--- config.mk ---
export PLATFORM = sky130hd
export DESIGN_NAME = wb_master_arbiter
export DESIGN_NICKNAME = d
export VERILOG_FILES = /design/src/rtl/wb_master_arbiter.sv
export SDC_FILE = /design/constraint.sdc
export NUM_CORES = 1
export LEC_CHECK = 0
export ABC_AREA = 1
export BUFFER_PORTS_ARGS = -buffer_cell sky130_fd_sc_hd__buf_2
export CAP_MARGIN = 10
export CORE_AREA = 2 2 124 126
export DETAILED_ROUTE_END_ITERATION = 7
export DIE_AREA = 0 0 126 128
export PLACE_DENSITY = 0.56
export SLEW_MARGIN = 30
export SYNTH_ARGS = -nofsm -noshare
export SYNTH_HDL_FRONTEND = slang
export SYNTH_SLANG_ARGS = --single-unit
--- constraint.sdc ---
create_clock -name clk -period 2.2 [get_ports clk]
set_input_delay 0.44 -clock clk [delete_from_list [all_inputs] [get_ports clk]]
set_output_delay 0.44 -clock clk [all_outputs]
set_load 0.01 [all_outputs]
--- src/rtl/wb_master_arbiter.sv ---
// wb_master_arbiter
//
// Shares one Wishbone master port (towards the peripheral address mux)
// between two requesters, typically the SPI host bridge (m0) and the soft
// CPU (m1). Arbitration is round-robin and takes one cycle. A grant is kept
// for as long as the owner holds CYC, so locked bursts are never split.
// A per-transfer watchdog answers with ERR when a strobe stays unanswered
// for TIMEOUT cycles, which covers unmapped addresses and hung slaves.
//
// Ports
//   clk, rst_n          clock, synchronous active-low reset
//   m0_* / m1_*         Wishbone slave-side ports, one per requesting master
//                       (adr/dat/we/sel/stb/cyc in, dat/ack/err out)
//   s_*                 Wishbone master-side port towards the address mux
//                       (adr/dat/we/sel/stb/cyc out, dat/ack/err in)
//
// Parameters
//   DATA_WIDTH, ADDR_WIDTH, SELECT_WIDTH  bus widths
//   TIMEOUT             unanswered strobe cycles before a forced ERR, 0 = off

module wb_master_arbiter #(
  parameter int DATA_WIDTH   = 32,
  parameter int ADDR_WIDTH   = 32,
  parameter int SELECT_WIDTH = DATA_WIDTH / 8,
  parameter int TIMEOUT      = 255
) (
  input  logic                    clk,
  input  logic                    rst_n,

  input  logic [ADDR_WIDTH-1:0]   m0_adr_i,
  input  logic [DATA_WIDTH-1:0]   m0_dat_i,
  output logic [DATA_WIDTH-1:0]   m0_dat_o,
  input  logic                    m0_we_i,
  input  logic [SELECT_WIDTH-1:0] m0_sel_i,
  input  logic                    m0_stb_i,
  input  logic                    m0_cyc_i,
  output logic                    m0_ack_o,
  output logic                    m0_err_o,

  input  logic [ADDR_WIDTH-1:0]   m1_adr_i,
  input  logic [DATA_WIDTH-1:0]   m1_dat_i,
  output logic [DATA_WIDTH-1:0]   m1_dat_o,
  input  logic                    m1_we_i,
  input  logic [SELECT_WIDTH-1:0] m1_sel_i,
  input  logic                    m1_stb_i,
  input  logic                    m1_cyc_i,
  output logic                    m1_ack_o,
  output logic                    m1_err_o,

  output logic [ADDR_WIDTH-1:0]   s_adr_o,
  output logic [DATA_WIDTH-1:0]   s_dat_o,
  input  logic [DATA_WIDTH-1:0]   s_dat_i,
  output logic                    s_we_o,
  output logic [SELECT_WIDTH-1:0] s_sel_o,
  output logic                    s_stb_o,
  output logic                    s_cyc_o,
  input  logic                    s_ack_i,
  input  logic                    s_err_i
);

  // Counter must hold TIMEOUT-1; keep at least one bit when the watchdog is off.
  localparam int WD_W = (TIMEOUT > 0) ? $clog2(TIMEOUT + 1) : 1;
  localparam logic [WD_W-1:0] WD_LAST = (TIMEOUT > 0) ? WD_W'(TIMEOUT - 1) : '0;
  localparam logic [WD_W-1:0] WD_MAX  = '1;

  typedef enum logic [1:0] {
    IDLE = 2'd0,
    GNT0 = 2'd1,
    GNT1 = 2'd2
  } state_t;

  state_t          state_q, state_d;
  logic            last_gnt_q, last_gnt_d;
  logic [WD_W-1:0] wd_cnt_q, wd_cnt_d;
  logic            wd_err_q, wd_err_d;

  always_ff @(posedge clk) begin
    if (!rst_n) begin
      state_q    <= IDLE;
      last_gnt_q <= 1'b1;
      wd_cnt_q   <= '0;
      wd_err_q   <= 1'b0;
    end else begin
      state_q    <= state_d;
      last_gnt_q <= last_gnt_d;
      wd_cnt_q   <= wd_cnt_d;
      wd_err_q   <= wd_err_d;
    end
  end

  // Arbitration. On a tie in IDLE the master that did not own the bus last
  // wins. On release, a waiting master is handed the bus directly without
  // passing through IDLE.
  always_comb begin
    state_d    = state_q;
    last_gnt_d = last_gnt_q;
    case (state_q)
      IDLE: begin
        if (m0_cyc_i && m1_cyc_i) begin
          state_d = last_gnt_q ? GNT0 : GNT1;
        end else if (m0_cyc_i) begin
          state_d = GNT0;
        end else if (m1_cyc_i) begin
          state_d = GNT1;
        end
      end
      GNT0: begin
        if (!m0_cyc_i) begin
          last_gnt_d = 1'b0;
          state_d    = m1_cyc_i ? GNT1 : IDLE;
        end
      end
      GNT1: begin
        if (!m1_cyc_i) begin
          last_gnt_d = 1'b1;
          state_d    = m0_cyc_i ? GNT0 : IDLE;
        end
      end
      default: state_d = IDLE;
    endcase
  end

  // Bus steering. Responses are qualified by the owner's CYC so an ack that
  // arrives after the owner abandoned its cycle is dropped. The watchdog
  // error cycle pulls CYC/STB low towards the slave.
  always_comb begin
    s_adr_o  = '0;
    s_dat_o  = '0;
    s_we_o   = 1'b0;
    s_sel_o  = '0;
    s_stb_o  = 1'b0;
    s_cyc_o  = 1'b0;
    m0_ack_o = 1'b0;
    m0_err_o = 1'b0;
    m1_ack_o = 1'b0;
    m1_err_o = 1'b0;
    case (state_q)
      GNT0: begin
        s_adr_o  = m0_adr_i;
        s_dat_o  = m0_dat_i;
        s_we_o   = m0_we_i;
        s_sel_o  = m0_sel_i;
        s_cyc_o  = m0_cyc_i & ~wd_err_q;
        s_stb_o  = m0_cyc_i & m0_stb_i & ~wd_err_q;
        m0_ack_o = m0_cyc_i & s_ack_i;
        m0_err_o = m0_cyc_i & (s_err_i | wd_err_q);
      end
      GNT1: begin
        s_adr_o  = m1_adr_i;
        s_dat_o  = m1_dat_i;
        s_we_o   = m1_we_i;
        s_sel_o  = m1_sel_i;
        s_cyc_o  = m1_cyc_i & ~wd_err_q;
        s_stb_o  = m1_cyc_i & m1_stb_i & ~wd_err_q;
        m1_ack_o = m1_cyc_i & s_ack_i;
        m1_err_o = m1_cyc_i & (s_err_i | wd_err_q);
      end
      default: ;
    endcase
  end

  // Read data is broadcast; each master only looks at it with its own ack.
  assign m0_dat_o = s_dat_i;
  assign m1_dat_o = s_dat_i;

  // Watchdog. wd_cnt_q counts strobe cycles already spent waiting. A slave
  // response in the final cycle takes priority over the forced error. The
  // error pulse itself drops the strobe, which restarts the count.
  always_comb begin
    wd_cnt_d = wd_cnt_q;
    wd_err_d = 1'b0;
    if (!s_stb_o || s_ack_i || s_err_i) begin
      wd_cnt_d = '0;
    end else if ((TIMEOUT != 0) && (wd_cnt_q == WD_LAST)) begin
      wd_err_d = 1'b1;
      wd_cnt_d = '0;
    end else if (wd_cnt_q != WD_MAX) begin
      wd_cnt_d = wd_cnt_q + 1'b1;
    end
  end

endmodule

### After elaboration in Yosys (flattened, before gate mapping)

Index checks and enable logic that the tools add are counted.

* register bits after elaboration: 12
* latch bits: 0
* memory bits (writable): 0
* bits in read-only memories: 0
* input port bits: 178
* output and inout bits: 139
* word-level logic and storage cells: 58
* memories kept: 0

* $add $sub $neg: 1
* $mul: 0
* divide/modulo/power cells: 0
* magnitude comparators: 0
* equal/unequal tests: 7
* shifts and indexed selects: 0
* multiplexer cells: 23
* bitwise logic cells: 13
* reductions and logical operators: 10

Operator list (number)
* one-hot mux 32 bit (2 select lines): 2
* two-way mux 2 bit: 7
* AND 1 bit: 10
* adder 8 x 1 -> 8 bit, second input constant: 1
* equality test 8 bit, second input constant: 1
* two-way mux 1 bit: 8
* inequality test 8 bit, second input constant: 1
* one-hot mux 1 bit (2 select lines): 4
* one-hot mux 4 bit (2 select lines): 1
* one-hot mux 2 bit (3 select lines): 1
* AND reduction 3 bit: 2
* inequality test 2 bit, second input constant: 2
* inequality test 4 bit, second input constant: 1
* OR reduction 3 bit: 1
* equality test 2 x 1 -> 1 bit, second input constant: 1
* equality test 2 bit, second input constant: 1
* zero test 2 bit: 1
* logical OR 1 bit: 2
* inverter 1 bit: 2
* nonzero test 2 bit: 1
* OR reduction 2 bit: 1
* logical AND 1 bit: 1
* zero test 1 bit: 1
* bitwise OR 1 bit: 1

### Depth between registers and ports, before layout

Gate-level depths: netlist of run 1.

* depth in word-level cells: 7
* mapped depth: 9
* mapped depth without buffers: 9

### Worst setup path before layout of run 1

No wires, ideal clock.

* path kind: reg-to-output
* start point: reg state_q[0]
* end point: out s_dat_o[21]
* arrival: 1.294 ns
* required time: 1.760 ns
* setup slack: 0.466 ns
* stages on the path, launching flop included: 7
* buffers on the path: 2
* cells stage by stage: dfxtp_1 inv_1 ha_1 inv_2 buf_2 buf_2 a21oi_1

* longest elaborated chain between the ends: 2
* elaborated cells between the ends (all ways): 3
* classes of those cells: 2 x eq/ne; 1 x mux

RTL lines
* from (decl): RTL line 72 `state_t state_q, state_d;`
* from (signal assigned): RTL line 84 `state_q <= state_d;`
* equality test 2 bit / equality test 2 x 1 -> 1 bit (equally long branches): RTL line 137 `case (state_q)`
* one-hot mux 32 bit (2 select lines) (*): RTL line 137
* to (decl): RTL line 51 `output logic [DATA_WIDTH-1:0] s_dat_o,`

Mark *: on every way between the ends. The rest lies on a longest branch, timed or not.

### Final worst setup path of run 1

* start point: reg state_q[0]
* end point: out s_dat_o[9]

Same word-level chain as after synthesis.

==> qor.csv, run 1 <==
stage;metric;value;unit
logic_synthesis;Seq cells post-synth;12;
clock_network;Skew-Pair Late Insertion Delay;0.24;ns
logic_synthesis;synth top area cells;nand2_1 26%, buf_4 21%, a21oi_1 16%;
sta;RSZ-0062 raised after global routing;no;
power;peak supply drop;256;uV
cells_and_area;Final Net Count;745;
logic_synthesis;Synth Area in Adders;0.0384;
global_route;Total GRT Usage;0.103;
clock_network;H-tree depth;1;
logic_synthesis;compound-cell area share of the yosys netlist;0.167;
logic_synthesis;synthesized instance count;416;
global_route;first-pass GRT wire length;13.7;mm
clock_network;Clock Path Buffers;2;
logic_synthesis;mux contribution to synthesized area;0;
setup_path;reg-to-reg critical path endpoint;wd_cnt_q[7];
global_route;pin count of the biggest net entering global routing;43;
worst_hold_path;Worst Hold Class;in2reg;
global_route;initial antenna violation count;0;
setup_path;Buf/Inv on CP;4;
setup_path;critical path arrival;1.65;ns
routing;DR WL/cell;12.0;microns
sta;final worst slack;0.111;ns
logic_synthesis;XOR/XNOR Fraction of Synth Area;0.0153;
floorplan;Initial Utilization;0.154;
logic_synthesis;Mapped Area;0.00228;sq mm
sta;Setup TNS;0;ns
logic_synthesis;Unique masters post-synth;26;
cells_and_area;# diodes;0;
setup_path;maximum fanout along the worst path;42;
setup_path;CP startpoint;state_q[0];
power;P per Cell Area;534;mW/mm^2
clock_network;CTS resizes;0;
sta;Max Slew Vio Count;0;
placement;number of port buffers;220;
floorplan;num ports;317;
logic_synthesis;simple logic cell fraction of the synthesized area;0.379;
cells_and_area;Register Area;240;sq um
logic_synthesis;Avg Cell Area, Syn;5.49;sq um
floorplan;die height;128;microns
setup_path;R2R Setup Slk;0.64;ns
cells_and_area;# fillers;1758;
sta;Slew Limit Headroom;0.773;
clock_network;Root Buffer;clkbuf_16;
logic_synthesis;largest family of logic cells by synthesized area;simple AND/OR/NAND/NOR gates;
floorplan;die width;126;microns
clock_network;CTS Buf Count;3;
setup_path;CP Capture Point;s_dat_o[9];
cells_and_area;ratio of cells with drive above 1 in the final layout;0.437;
global_route;grt total ovfl;0;
setup_path;WP depth;6;
setup_path;Worst Reg2Reg Path Length in Cells;7;
logic_synthesis;share of the synthesized area in the top cell type;0.265;
setup_path;kind of cell adding the most delay to the critical path;buffers and inverters;
clock_network;Hold Buf Count CTS;0;
sta;Least-Margin Pin Slew;0.339;ns
logic_synthesis;area leader, netlist;nand2_1;
routing;vias post-DR;2876;
global_route;vias in the first global route;2719;
cells_and_area;Core Util, Final;0.217;
routing;vias per cell;3.86;
routing;DRC;0;
setup_path;reg-to-reg startpoint;state_q[0];
routing;Detailed Route WL;8.97;mm
clock_network;clk slew on worst S/H paths;0.04;ns
routing;Final ANT Viol Nets;0;
routing;DRT iter0 DRCs;134;
sta;Final Setup Violations;0;
clock_network;CTS tree;built;
logic_synthesis;Synthesis Warnings;0;
power;leakage;1.67;nW
cells_and_area;area occupied by multi-input gates;0.00137;sq mm
logic_synthesis;Seq/Total Area, Yosys;0.105;
sta;post-layout minimum cycle time;2.09;ns
sta;Fmax achieved;0.479;GHz
sta;Hold WS;0.405;ns
run;max-cap check violation count;0;
setup_path;worst path required time;1.76;ns
sta;period utilization;0.949;
routing;1st-pass router iterations;4;
logic_synthesis;Net Count, Synth;601;
floorplan;Core Area;0.0149;sq mm
placement;hpwl dp;7.23;mm
clock_network;Sink Count;12;
cells_and_area;Area Overhead vs Synth;41.2;%
clock_network;setup repair bufs after CTS;0;
placement;GP Congestion;0.733;
sta;Fin. Hold Viols;0;
floorplan;Die ar.;0.0161;sq mm
setup_path;critical path's slowest cell;dfxtp_1;
setup_path;CP max stage delay;0.37;ns
power;total design power;1.72;mW
sta;Clock Skews;0.00111;ns
setup_path;crit end category;output port;
floorplan;row count;45;
setup_path;crit path launch type;flop;
setup_path;CP Cell Sequence;inv_1 -> ha_1 -> inv_2 -> buf_12 -> a21oi_1 -> buf_2;
setup_path;critical setup path kind;reg2out;
run_status;outcome;finished clean;
placement;Place WS;0.274;ns
==> cells by family after synthesis <==
group | after synthesis
AND/OR/NAND/NOR | 208
buffers and inverters | 110
AO/OA/AOI/OAI | 75
flip-flops | 12
adder cells (fa/ha/maj) | 7
XOR/XNOR | 4
==> cells in the mapped netlist (all sizes together) <==
| cell type | number |
|---|---|
| inv | 20 |
| nor2 | 23 |
| o21ai | 2 |
| buf | 76 |
| a21oi | 72 |
| dfxtp | 12 |
| nor3 | 1 |
| xnor2 | 1 |
| a21boi | 1 |
| and2 | 1 |
| nand3b | 1 |
| nand4 | 1 |
| clkbuf | 11 |
| nand2 | 164 |
| clkinv | 3 |
| ha | 7 |
| xor2 | 3 |
| nand3 | 17 |
==> state kept, by name, indices dropped and copies added (netlist names) <==
signal / count
wd_cnt_q: 8
last_gnt_q: 1
state_q: 2
wd_err_q: 1
==> worst reg2reg max path: cells and delay by family (launching register included) <==
family,cells,cell delay (ns)
AOI/OAI and AO/OA,1,0.21
DFF,1,0.37
buffers and inverters,2,0.18
and+or+nand+nor,3,0.43
adders and majority gates,1,0.30
==> cell usage in the layout, fill, tap and decap left out, types with 3 or more instances in the layout <==
cell type / instances
a21oi_1: 72
buf_12: 5
buf_2: 220
clkbuf_16: 3
clkinv_1: 3
dfxtp_1: 12
ha_1: 5
inv_1: 17
inv_2: 3
nand2_1: 161
nand3_1: 15
nor2_1: 20
xor2_1: 3
==> how the worst min path moves through the flow <==
stage          startpoint  depth (start not counted)  slack [ns]          to
5_1_grt             rst_n                          2        0.41  last_gnt_q
6_report            rst_n                          2        0.40  last_gnt_q
2_1_floorplan  last_gnt_q                          2        0.43  last_gnt_q
3_3_place_gp   last_gnt_q                          2        0.45  last_gnt_q
4_1_cts             rst_n                          2        0.40  last_gnt_q
3_5_place_dp   last_gnt_q                          2        0.44  last_gnt_q
==> through the flow <==
step	area [sq um]	std cells
finish	3220	746
global route	3220	746
CTS	3220	746
detailed placement	3140	743
global placement	3140	743
floorplan	2280	416
==> layout make-up <==
class	instances	share of cell area
clock buffer	3	0.0233
inverter	23	0.0268
multi-input combinational	294	0.426
sequential	12	0.0745
tap	188	0.0730
timing repair buffer	226	0.376
==> metal layers <==
layer  wire, microns  GRT usage  vias to the layer above  share of wire
met1            3820      0.129                     1204           0.43
met4             328     0.0452                        0          0.037
li1                -          -                     1528              -
met3             675     0.0238                       28          0.075
met2            4150      0.167                      116           0.46
met5               0          0                        -              0
==> where the power goes <==
group	switching, mW	leakage [nW]	total [mW]	internal [mW]
clock	0.0900	0.0370	0.326	0.236
combinational	0.708	1.54	1.16	0.447
sequential	0.0107	0.0971	0.240	0.229
total	0.808	1.67	1.72	0.913
No activity file was read; power rests on OpenSTA's default activity.
==> run 2, diff against run 1 <==
clock period = 2.6 ns   (was 2.2 ns; I/O delays follow)
==> qor.csv, run 2 (synthesized netlist as in run 1, its figures left out) <==
stage;metric;value;unit
cells_and_area;ratio of cells with drive above 1 in the final layout;0.438;
cells_and_area;max reg flops;8;
setup_path;CP Cell Sequence;inv_1 -> ha_1 -> inv_2 -> buf_4 -> a21oi_1 -> buf_2;
clock_network;Skew-Pair Late Insertion Delay;0.24;ns
routing;Final ANT Viol Nets;0;
sta;Least-Margin Pin Slew;0.464;ns
worst_hold_path;hold endpoint;last_gnt_q;
floorplan;Core Area;0.0149;sq mm
floorplan;num ports;317;
power;leakage;1.66;nW
setup_path;crit path launch type;flop;
clock_network;Hold Buf Count CTS;0;
setup_path;reg-to-reg startpoint;state_q[0];
cells_and_area;Area Overhead vs Synth;38.8;%
setup_path;worst path required time;2.08;ns
worst_hold_path;hold_sp;last_gnt_q;
sta;post-layout minimum cycle time;2.29;ns
sta;Final Setup Violations;0;
floorplan;Initial Utilization;0.154;
clock_network;CTS tree;built;
floorplan;row count;45;
cells_and_area;final std cells w/o fill;747;
run_status;outcome;finished clean;
placement;number of port buffers;220;
setup_path;maximum fanout along the worst path;42;
power;P per Cell Area;449;mW/mm^2
global_route;first-pass GRT wire length;13.5;mm
global_route;Total GRT Usage;0.102;
worst_hold_path;worst hold path stage count;2;
sta;RSZ-0062 raised after global routing;no;
setup_path;CP max stage delay;0.38;ns
power;Switching Fraction;0.479;
setup_path;reg-to-reg critical path endpoint;wd_cnt_q[0];
routing;DRC;0;
sta;Hold WS;0.463;ns
clock_network;Root Buffer;clkbuf_16;
routing;vias per cell;3.92;
floorplan;Die ar.;0.0161;sq mm
placement;GP Congestion;0.725;
routing;1st-pass router iterations;4;
cells_and_area;biggest regs;wd_cnt_q x8, state_q x2;
cells_and_area;# diodes;0;
clock_network;Clock Path Buffers;2;
worst_hold_path;Worst Hold Class;reg2reg;
sta;final worst slack;0.314;ns
setup_path;crit end category;output port;
placement;Place WS;0.531;ns
cells_and_area;commonest non-fill, non-tap cell in the layout;buf_2;
setup_path;critical path arrival;1.77;ns
sta;Slew Limit Headroom;0.691;
power;peak supply drop;311;uV
power;combinational power share;0.634;
sta;period utilization;0.879;
cells_and_area;most frequent cells in the layout;220 x buf_2, 161 x nand2_1, 72 x a21oi_1, 20 x nor2_1, 17 x inv_1;
global_route;pin count of the biggest net entering global routing;43;
power;Flop pwr share;0.142;
run;max-cap check violation count;0;
floorplan;die width;126;microns
clock_network;H-tree depth;1;
cells_and_area;Core Util, Final;0.213;
sta;Fin. Hold Viols;0;
setup_path;kind of cell adding the most delay to the critical path;buffers and inverters;
routing;vias post-DR;2928;
global_route;vias in the first global route;2671;
sta;Fmax achieved;0.437;GHz
power;internal power;742;uW
setup_path;critical setup path kind;reg2out;
sta;Max Slew Vio Count;0;
cells_and_area;largest reg by FF count;wd_cnt_q;
placement;hpwl dp;7.39;mm
clock_network;Sink Count;12;
cells_and_area;Final Net Count;745;
setup_path;R2R Setup Slk;0.95;ns
routing;DR WL/cell;12.1;microns
global_route;initial antenna violation count;0;
clock_network;clk slew on worst S/H paths;0.05;ns
clock_network;CTS resizes;0;
floorplan;die height;128;microns
setup_path;Buf/Inv on CP;4;
global_route;grt total ovfl;0;
power;Clock power frac;0.224;
routing;DRT iter0 DRCs;131;
power;switching power;683;uW
routing;Detailed Route WL;9.04;mm
setup_path;Worst Reg2Reg Path Length in Cells;7;
sta;Setup TNS;0;ns
clock_network;CTS Buf Count;3;
placement;placed cells;743;
clock_network;setup repair bufs after CTS;0;
sta;Clock Skews;0.00158;ns
setup_path;critical path's slowest cell;buf_4;
## run 2: cell types whose count changed in the layout (fill, tap and decap cells not counted)
cell,change
buf_6,-1
clkbuf_8,+1
buf_12,-5
buf_4,+6
## run 2: through the flow
step	cell area, sq um	power [mW]
after floorplan	2280	0.857
after global placement	3080	1.13
after detailed placement	3080	1.13
after CTS	3170	1.45
after global routing	3170	1.55
final	3170	1.43
## run 2: power groups by stage
stage | Combinational [mW] | Clock, mW | Sequential, mW
final | 0.903 | 0.320 | 0.202
after global routing | 1.02 | 0.334 | 0.204
after CTS | 0.926 | 0.326 | 0.202
after detailed placement | 0.923 | 0 | 0.205
after global placement | 0.922 | 0 | 0.205
after floorplan | 0.653 | 0 | 0.204
## run 2: worst max path at each step
stage	from	to	slack [ns]	cells past startpoint
6_report	state_q[0]	s_dat_o[29]	0.31	6
5_1_grt	state_q[0]	s_dat_o[29]	0.19	6
4_1_cts	state_q[0]	s_dat_o[29]	0.27	6
3_5_place_dp	state_q[0]	s_dat_o[29]	0.53	6
3_3_place_gp	state_q[0]	s_we_o	0.55	6
2_1_floorplan	state_q[0]	s_dat_o[21]	0.79	6
## run 2: layout make-up
type                    count  area [sq um]
inverters                  23          86.3
multi-input cells         294          1370
repair buffers            226          1150
clock buffers               4          88.8
fillers                  1811         11700
flip-flops and latches     12           240
well taps                 188           235
## run 2: metal layers
| layer | part of all wire | track usage |
|---|---|---|
| met5 | 0 | 0 |
| met4 | 0.033 | 0.0362 |
| met3 | 0.077 | 0.0242 |
| met2 | 0.46 | 0.169 |
| met1 | 0.43 | 0.129 |
## run 2: worst min-delay path, delay by kind of cell, from the launching register on
kind,cells,cell delay (ns)
flip-flops,1,0.33
AND/OR/NAND/NOR,2,0.10
==> run 3, diff against run 2 <==
--- a/config.mk
+++ b/config.mk
@@ -8,3 +8,2 @@
 export ABC_AREA = 1
-export BUFFER_PORTS_ARGS = -buffer_cell sky130_fd_sc_hd__buf_2
 export CAP_MARGIN = 10
@@ -13,3 +12,4 @@
 export DIE_AREA = 0 0 126 128
-export PLACE_DENSITY = 0.56
+export DONT_BUFFER_PORTS = 1
+export PLACE_DENSITY = 0.38
 export SLEW_MARGIN = 30
==> constraint.sdc (replaced) <==
create_clock -name clk -period 2.6 [get_ports clk]
set_input_delay 0.13 -clock clk [delete_from_list [all_inputs] [get_ports clk]]
set_output_delay 0.13 -clock clk [all_outputs]
set_load 0.01 [all_outputs]
==> qor.csv, run 3 (synthesized netlist as in run 1, its figures left out) <==
stage;metric;value;unit
placement;DP Area;0.00198;sq mm
cells_and_area;commonest non-fill, non-tap cell in the layout;nand2_1;
cells_and_area;ratio of cells with drive above 1 in the final layout;0.0625;
placement;number of port buffers;0;
clock_network;Clock Path Buffers;2;
placement;GP Congestion;0.770;
cells_and_area;Register Area;240;sq um
cells_and_area;fin area;0.00207;sq mm
setup_path;critical path arrival;2.11;ns
setup_path;crit path launch type;flop;
setup_path;crit end category;output port;
sta;post-layout minimum cycle time;2.24;ns
power;P per Cell Area;568;mW/mm^2
global_route;initial antenna violation count;0;
sta;Fin. Hold Viols;0;
floorplan;row count;45;
setup_path;worst path required time;2.47;ns
cells_and_area;# fillers;1767;
cells_and_area;Core Util, Final;0.139;
global_route;pin count of the biggest net entering global routing;61;
worst_hold_path;Worst Hold Class;in2reg;
setup_path;CP Cell Sequence;inv_1 -> ha_1 -> inv_2 -> buf_4 -> a21oi_1;
routing;vias post-DR;2255;
clock_network;Skew-Pair Late Insertion Delay;0.24;ns
routing;DR WL/cell;14.6;microns
routing;Detailed Route WL;7.63;mm
cells_and_area;# diodes;0;
sta;period utilization;0.863;
placement;Place WS;0.613;ns
clock_network;CTS Buf Count;3;
floorplan;die width;126;microns
cells_and_area;area occupied by multi-input gates;0.00137;sq mm
routing;1st-pass router iterations;5;
sta;Least-Margin Pin Slew;0.572;ns
routing;DRC;0;
sta;Final Setup Violations;0;
sta;Fmax achieved;0.446;GHz
floorplan;Core Area;0.0149;sq mm
clock_network;H-tree depth;1;
placement;hpwl dp;6.16;mm
run_status;outcome;finished clean;
clock_network;Sink Count;12;
routing;DRT iter0 DRCs;128;
clock_network;setup repair bufs after CTS;0;
setup_path;critical path's slowest cell;buf_4;
global_route;vias in the first global route;1858;
clock_network;CTS tree;built;
floorplan;die height;128;microns
global_route;grt total ovfl;0;
cells_and_area;Area Overhead vs Synth;-9.42;%
sta;Setup TNS;0;ns
setup_path;critical setup path kind;reg2out;
clock_network;Root Buffer;clkbuf_16;
cells_and_area;largest reg by FF count;wd_cnt_q;
sta;Clock Skews;0.00334;ns
clock_network;clk slew on worst S/H paths;0.05;ns
power;peak supply drop;187;uV
clock_network;CTS resizes;0;
sta;Max Slew Vio Count;0;
cells_and_area;max reg flops;8;
global_route;first-pass GRT wire length;10.4;mm
routing;vias per cell;4.30;
routing;Final ANT Viol Nets;0;
power;leakage;0.667;nW
floorplan;Initial Utilization;0.154;
sta;RSZ-0062 raised after global routing;no;
setup_path;kind of cell adding the most delay to the critical path;buffers and inverters;
floorplan;num ports;317;
setup_path;maximum fanout along the worst path;46;
run;max-cap check violation count;0;
floorplan;Die ar.;0.0161;sq mm
cells_and_area;Final Net Count;523;
setup_path;Buf/Inv on CP;3;
sta;final worst slack;0.355;ns
global_route;Total GRT Usage;0.0819;
setup_path;CP max stage delay;0.48;ns
sta;Slew Limit Headroom;0.619;
cells_and_area;most frequent cells in the layout;161 x nand2_1, 72 x a21oi_1, 20 x nor2_1, 17 x inv_1, 15 x nand3_1;
cells_and_area;biggest regs;wd_cnt_q x8, state_q x2;
-- run 3: cell count changes in the layout (fill, tap and decap cells not counted) --
| cell | change |
|---|---|
| clkbuf_8 | -1 |
| buf_2 | -220 |
| buf_12 | +2 |
| dlygate4sd3_1 | +1 |
| buf_4 | -5 |
-- run 3: worst paths after layout --
| check | startpoint | to | slack, ns | cells past startpoint |
|---|---|---|---|---|
| max | state_q[0] | s_we_o | 0.36 | 5 |
| min | rst_n | state_q[0] | 0.09 | 2 |
| max reg2reg | state_q[1] | wd_cnt_q[7] | 0.73 | 7 |
| min reg2reg | last_gnt_q | last_gnt_q | 0.46 | 2 |
-- run 3: cell type report --
type,count,share of cell area
timing repair buffer,4,0.0278
clock buffer,3,0.0363
tap,188,0.114
inverter,23,0.0417
sequential,12,0.116
multi-input combinational,294,0.664
-- run 3: timing repair --
| action | CTS | global route |
|---|---|---|
| hold buffers | 1 | 0 |
| endpoints found under the setup margin | 0 | 0 |
| hold endpoints to repair | 1 | 0 |
-- run 3: power by group --
part	leakage (nW)	internal [mW]	switching, mW
combinational	0.533	0.168	0.518
sequential	0.0971	0.193	0.00994
clock	0.0370	0.201	0.0859
total	0.667	0.562	0.614
-- run 3: through the flow --
step	hold slack [ns]	total power [mW]	std cells
2_1_floorplan	0.214	0.857	416
3_3_place_gp	0.221	0.883	520
3_5_place_dp	0.225	0.900	520
4_1_cts	0.0879	1.19	524
5_1_grt	0.101	1.27	524
6_report	0.0935	1.18	524
-- run 3: metal layers --
layer / global-route usage / part of all wire / routed length [microns] / up-vias
met3: 0.0259 / 0.10 / 769 / 13
met1: 0.104 / 0.41 / 3110 / 1007
li1: - / - / - / 1079
met5: 0 / 0 / 0 / -
met4: 0.0246 / 0.010 / 79 / 0
met2: 0.133 / 0.48 / 3660 / 156
